`config.mk`:
```
export PLATFORM = sky130hd
export DESIGN_NAME = uart_tx_arb
export DESIGN_NICKNAME = d
export VERILOG_FILES = /design/src/rtl/uart_tx_arb_pkg.sv /design/src/rtl/uart_tx_arb_rr_pick.sv /design/src/rtl/uart_tx_arb.sv
export SDC_FILE = /design/constraint.sdc
export NUM_CORES = 1
export LEC_CHECK = 0
export CORE_UTILIZATION = 54
export CTS_CLUSTER_DIAMETER = 120
export DETAILED_ROUTE_END_ITERATION = 12
export PLACE_DENSITY = 0.85
export RECOVER_POWER = 100
export SETUP_SLACK_MARGIN = 0.2
export SLEW_MARGIN = 20
export SYNTH_ARGS = -nofsm -noshare
export SYNTH_HDL_FRONTEND = slang
export SYNTH_SLANG_ARGS = --single-unit
```
`constraint.sdc`:
```
create_clock -name clk -period 6.4 [get_ports clk]
set_clock_uncertainty 0.2 [all_clocks]
set_input_delay 1.28 -clock clk [delete_from_list [all_inputs] [get_ports clk]]
set_output_delay 1.28 -clock clk [all_outputs]
set_load 0.01 [all_outputs]
```
`src/rtl/uart_tx_arb_pkg.sv`:
```
// Shared definitions for the UART transmit arbiter: FSM states and the
// constants used to size the transmitter watchdog.
package uart_tx_arb_pkg;

  typedef enum logic [1:0] {
    ARB_IDLE,
    ARB_START,
    ARB_WAIT
  } arb_state_t;

  // uart_tx samples 16 ticks per bit; a frame is start + 8 data + stop.
  localparam int unsigned OVERSAMPLE     = 16;
  localparam int unsigned FRAME_BITS     = 10;
  localparam int unsigned TIMEOUT_MARGIN = 2;

  // Watchdog budget for one frame at a given baud-tick divisor, with margin.
  function automatic int unsigned timeout_for_divisor(input int unsigned baud_div);
    return OVERSAMPLE * FRAME_BITS * baud_div * TIMEOUT_MARGIN;
  endfunction

endpackage

```
`src/rtl/uart_tx_arb_rr_pick.sv`:
```
// Round-robin pick: first set request at or above rr_ptr, wrapping to 0.
// Built as rotate -> priority encode -> unrotate so rr_ptr may be any
// value below N_REQ, including non-power-of-two requester counts.
module uart_tx_arb_rr_pick
  import uart_tx_arb_pkg::*;
#(
  parameter int unsigned N_REQ = 4,
  parameter int unsigned IDX_W = 2
) (
  input  logic [N_REQ-1:0] req,
  input  logic [IDX_W-1:0] rr_ptr,
  output logic [IDX_W-1:0] winner,
  output logic             found
);

  logic [N_REQ-1:0] rot;
  logic [IDX_W-1:0] offset;
  int unsigned      rot_idx;
  int unsigned      sum;

  // Rotate the request vector so rr_ptr lands at bit 0.
  always_comb begin
    rot     = '0;
    rot_idx = 0;
    for (int unsigned i = 0; i < N_REQ; i++) begin
      rot_idx = i + int'(rr_ptr);
      if (rot_idx >= N_REQ) rot_idx = rot_idx - N_REQ;
      rot[IDX_W'(i)] = req[IDX_W'(rot_idx)];
    end
  end

  // Lowest set bit of the rotated vector is the winner's distance from rr_ptr.
  always_comb begin
    found  = 1'b0;
    offset = '0;
    for (int unsigned i = 0; i < N_REQ; i++) begin
      if (rot[IDX_W'(i)] && !found) begin
        found  = 1'b1;
        offset = IDX_W'(i);
      end
    end
  end

  // Undo the rotation with an explicit modulo-N_REQ wrap.
  always_comb begin
    sum = int'(offset) + int'(rr_ptr);
    if (sum >= N_REQ) sum = sum - N_REQ;
    winner = IDX_W'(sum);
  end

endmodule

```
`src/rtl/uart_tx_arb.sv`:
```
// Round-robin arbiter sharing one uart_tx between N_REQ byte producers.
// Captures a byte, pulses tx_start, waits for tx_done_tick (or a watchdog
// expiry), reports per-requester done/timeout, then re-arbitrates.
module uart_tx_arb
  import uart_tx_arb_pkg::*;
#(
  parameter int unsigned N_REQ       = 4,
  parameter int unsigned IDX_W       = 2,
  parameter int unsigned TIMEOUT_CYC = 1048576,
  parameter int unsigned CNT_W       = 21
) (
  input  logic               clk,
  input  logic               reset_n,
  input  logic [N_REQ-1:0]   req_valid,
  input  logic [8*N_REQ-1:0] req_data,
  output logic [N_REQ-1:0]   req_ack,
  output logic [N_REQ-1:0]   req_done,
  output logic [N_REQ-1:0]   req_timeout,
  output logic               tx_start,
  output logic [7:0]         tx_din,
  input  logic               tx_done_tick,
  output logic               busy,
  output logic [IDX_W-1:0]   grant_id
);

  arb_state_t       state_q, state_d;
  logic [IDX_W-1:0] rr_ptr, rr_ptr_d;
  logic [CNT_W-1:0] wd_cnt, wd_cnt_d;
  logic [IDX_W-1:0] pick_idx;
  logic             pick_found;
  logic             wd_expire;
  logic [IDX_W-1:0] next_ptr;

  logic [N_REQ-1:0] ack_d, done_d, timeout_d;
  logic             start_d, busy_d;
  logic [7:0]       din_d;
  logic [IDX_W-1:0] grant_d;

  uart_tx_arb_rr_pick #(
    .N_REQ (N_REQ),
    .IDX_W (IDX_W)
  ) u_rr_pick (
    .req    (req_valid),
    .rr_ptr (rr_ptr),
    .winner (pick_idx),
    .found  (pick_found)
  );

  // Watchdog terminal count and the pointer value after the current grant.
  always_comb begin
    wd_expire = (TIMEOUT_CYC != 0) && (wd_cnt == CNT_W'(TIMEOUT_CYC - 1));
    next_ptr  = (grant_id == IDX_W'(N_REQ - 1)) ? '0 : grant_id + IDX_W'(1);
  end

  // State register.
  always_ff @(posedge clk or negedge reset_n) begin
    if (!reset_n) state_q <= ARB_IDLE;
    else          state_q <= state_d;
  end

  // Next-state logic; a done tick takes priority over watchdog expiry.
  always_comb begin
    state_d = state_q;
    unique case (state_q)
      ARB_IDLE:  if (pick_found) state_d = ARB_START;
      ARB_START: state_d = ARB_WAIT;
      ARB_WAIT:  if (tx_done_tick || wd_expire) state_d = ARB_IDLE;
      default:   state_d = ARB_IDLE;
    endcase
  end

  // Next values of the registered outputs, pointer and watchdog.
  always_comb begin
    ack_d     = '0;
    done_d    = '0;
    timeout_d = '0;
    start_d   = 1'b0;
    busy_d    = busy;
    din_d     = tx_din;
    grant_d   = grant_id;
    rr_ptr_d  = rr_ptr;
    wd_cnt_d  = wd_cnt;
    unique case (state_q)
      ARB_IDLE: begin
        if (pick_found) begin
          for (int unsigned i = 0; i < N_REQ; i++) begin
            if (IDX_W'(i) == pick_idx) din_d = req_data[8*i +: 8];
          end
          grant_d         = pick_idx;
          ack_d[pick_idx] = 1'b1;
          busy_d          = 1'b1;
        end
      end
      ARB_START: begin
        start_d  = 1'b1;
        wd_cnt_d = '0;
      end
      ARB_WAIT: begin
        if (tx_done_tick) begin
          done_d[grant_id] = 1'b1;
          busy_d           = 1'b0;
          rr_ptr_d         = next_ptr;
        end else if (wd_expire) begin
          timeout_d[grant_id] = 1'b1;
          busy_d              = 1'b0;
          rr_ptr_d            = next_ptr;
        end else if (wd_cnt != '1) begin
          wd_cnt_d = wd_cnt + CNT_W'(1);
        end
      end
      default: ;
    endcase
  end

  // Output, pointer and watchdog registers.
  always_ff @(posedge clk or negedge reset_n) begin
    if (!reset_n) begin
      req_ack     <= '0;
      req_done    <= '0;
      req_timeout <= '0;
      tx_start    <= 1'b0;
      tx_din      <= '0;
      busy        <= 1'b0;
      grant_id    <= '0;
      rr_ptr      <= '0;
      wd_cnt      <= '0;
    end else begin
      req_ack     <= ack_d;
      req_done    <= done_d;
      req_timeout <= timeout_d;
      tx_start    <= start_d;
      tx_din      <= din_d;
      busy        <= busy_d;
      grant_id    <= grant_d;
      rr_ptr      <= rr_ptr_d;
      wd_cnt      <= wd_cnt_d;
    end
  end

endmodule
```
==> results.py <==
metrics = {
    "critical_path": {
        "critPathSlowestCell": "xnor2_1",
        "arrival_ns": 4.71,
        "path_buf_inv": 1,
        "start_kind": "input port",
        "cp_slowest_stage_delay_ns": 1.11,
        "reg2reg_depth": 10,
        "endpoint_kind": "flop",
        "cp_top_family": "XOR/XNOR gates",
        "path_class": "in2reg",
        "r2r_slack_ns": 2.82,
        "crit_path_cell_trace": "dlygate4sd3_1, mux2_1, a32oi_1, o22ai_4, xnor2_1, mux2_2, a221o_1",
        "cp.required_ns": 6.39,
        "reg2reg_from": "rr_ptr[1]",
        "cp_max_fo": 17,
        "r2r-end": "tx_din[1]",
    },
    "cells_and_area": {
        "n_antenna_cell": 0,
        "stdcell_count": 387,
        "drive_gt1_share_pct": 5.63,
        "nets": 364,
        "syn_to_final_growth_pct": 27.2,
    },
    "timing": {
        "setup_violations": 0,
        "slew_violations": 50,
        "worst_pin_slew_ns": 2.54,
        "fin_crit_sh_pct": 73.9,
        "finalHoldViolCount": 0,
        "setup-tns-final_ns": 0,
        "relSlewSlack_pct": -69.5,
        "fmax_mhz": 212,
        "rsz0062_at_grt": "false",
        "min_period_ns": 4.73,
    },
    "run": {
        "max-cap-violations": 1,
    },
    "synthesis": {
        "syn_nets": 304,
        "async_reset_ff_share_pct": 100,
        "synthFlopType": "dfrtp_1",
        "synth_area_sq_um": 2660,
        "ys_ff_latch": 49,
        "ys_seq_area_share_pct": 46.1,
        "avgSynthCellArea_sq_um": 10.3,
        "synth-edff-count": 0,
        "syn_inst": 259,
        "yosysUniqueCellTypes": 41,
        "ys_warn_count": 0,
    },
    "routing": {
        "drtAntennaViolNets": 0,
        "viasPerCell": 5.54,
        "drt_iter0_drc": 176,
        "drc": 0,
        "wire_per_inst_um": 14.3,
        "drt_pass1_iterations": 4,
        "vias": 2144,
        "drt_wl_total_um": 5520,
    },
    "status": {
        "status": "finished with violations",
        "failed_checks": "max-capacitance violations, max-slew violations",
    },
    "grt": {
        "grt_max_degree": 50,
        "grt_pass1_vias": 2029,
        "gr-total-overflow": 0,
        "grt_pass1_wl_um": 9290,
        "grt_use_total_pct": 23.0,
        "antenna_found_initial": 0,
    },
    "worst_hold_path": {
        "hold_end": "tx_din[4]",
        "whs_path_depth": 1,
        "hold_class": "reg2reg",
        "hp-start": "tx_din[4]",
    },
    "clock_network": {
        "numCtsBuffers": 5,
        "clockBufferDepth": 2,
        "holdBufCountCts": 0,
        "cts-resized-gates": 0,
        "cts_tree": "yes",
        "htreeDepth": 2,
        "clk_pin_slew_ns": 0.09,
        "cts.sinks": 49,
        "root_buffer": "clkbuf_8",
        "cts_setup_buffers": 0,
        "clock_latency_ns": 0.30,
    },
    "power_and_ir_drop": {
        "p_per_area_nw_per_um2": 351,
        "p_leak_nw": 1.44,
        "peakVddDrop_mv": 0.245,
    },
    "place": {
        "place_inst": 379,
        "gp_congestion": 0.813,
        "port_buffers": 62,
        "dp_hpwl_um": 4140,
    },
    "die": {
        "core_sq_um": 4720,
        "placementRows": 25,
        "die_w_um": 72.2,
        "pin_count": 63,
        "dieArea_sq_um": 5210,
        "initial_utilization_pct": 56.3,
        "die_h_um": 72.2,
    },
}
==> state kept, by name (all words and copies together), names as in the netlist <==
name / flops
busy: 1
req_ack: 4
tx_start: 1
wd_cnt: 21
req_done: 4
rr_ptr: 2
grant_id: 2
req_timeout: 4
state_q: 2
tx_din: 8
==> power by group <==
group          switching (mW)  total [mW]  internal [mW]  leakage, nW
Combinational           0.299       0.579          0.280        0.742
Clock                   0.104       0.182         0.0776       0.0481
Sequential             0.0506       0.426          0.376        0.652
Total                   0.454        1.19          0.733         1.44
==> stage by stage <==
stage	instance area [sq um]	setup WS, ns	power (mW)	util (%)	hold slack (ns)
floorplan	2660	2.81	0.867	-	0.278
global placement	3310	1.85	1.03	70.0	0.297
detailed placement	3310	1.73	1.04	70.0	0.301
CTS	3400	2.06	1.23	71.9	0.323
global route	3380	1.45	1.28	71.7	0.335
finish	3380	1.67	1.19	71.7	0.315
==> layout make-up <==
cell class	count	area, sq um
fillers	366	1340
well taps	67	83.8
clock inverters	3	22.5
clock buffers	5	68.8
inverters	6	22.5
repair buffers	62	614
multi-input cells	195	1350
flip-flops and latches	49	1230
==> worst reg2reg max path, stage by stage, from the launching register on <==
cell and delay, ns:
dfrtp_1 0.51, nand2_1 0.09, a21oi_1 0.15, nor2_1 0.05
a211oi_1 0.21, a21oi_1 0.07, ha_1 0.23, xnor2_1 0.19
xnor2_1 1.05, mux2_2 0.43, a221o_1 0.31
==> logic make-up after synthesis <==
kind of cell | count (synthesis) | synth area share [%]
AND/OR/NAND/NOR | 99 | 19.2
buffers and inverters | 15 | 3.15
adder cells (fa/ha/maj) | 6 | 2.82
XOR/XNOR | 15 | 5.50
AO/OA/AOI/OAI | 47 | 11.5
multiplexers | 28 | 11.8
flip-flops | 49 | 46.1
==> how the worst max path moves through the flow <==
stage                       startpoint  cells after the start  slack (ns)         to
final                     req_valid[0]                      7        1.67  tx_din[1]
after global routing      req_valid[0]                     12        1.45  tx_din[1]
after CTS                 req_valid[0]                      7        2.06  tx_din[1]
after detailed placement  req_valid[0]                      7        1.73  tx_din[7]
after global placement    req_valid[0]                      7        1.85  tx_din[1]
after floorplan           req_valid[0]                     13        2.81  tx_din[2]
==> placed cells by master, fill, tap and decap left out, types with 5 or more instances in the layout <==
master           instances
a21oi_1                  9
a221o_1                  8
and2_0                   8
and3_1                   5
clkbuf_8                 5
clkdlybuf4s50_1         35
dfrtp_1                 49
dlygate4sd3_1           26
ha_1                     6
inv_1                    6
mux2i_1                 17
nand2_1                 19
nand3_1                  9
nor2_1                  21
nor3_1                  10
o21ai_0                 14
o22ai_1                  8
or3_1                    5
xnor2_1                  9
xor2_1                   6
==> metal layers <==
layer	part of all wire, %	global-route usage (%)	wire [um]
met1	46	30.7	2510
met2	51	38.6	2840
met3	2.4	4.31	130
met4	0.78	5.88	43
met5	0	0	0
==> cell usage after synthesis, types with 5 or more instances <==
cell,n,area [sq um]
xor2_1,6,52.6
nand3_1,9,45.0
a221o_1,8,80.1
mux2_4,5,75.1
o21ai_0,14,70.1
dfrtp_1,49,1230
or3_1,5,31.3
nor2_1,21,78.8
nor3_1,10,50.1
nand2_1,19,71.3
mux2i_1,17,170
xnor2_1,7,61.3
and2_1,7,43.8
a21oi_1,9,45.0
ha_1,6,75.1
o22ai_1,9,56.3
and3_1,5,31.3
inv_1,6,22.5
Note: power is estimated with default switching activity, not from simulation.
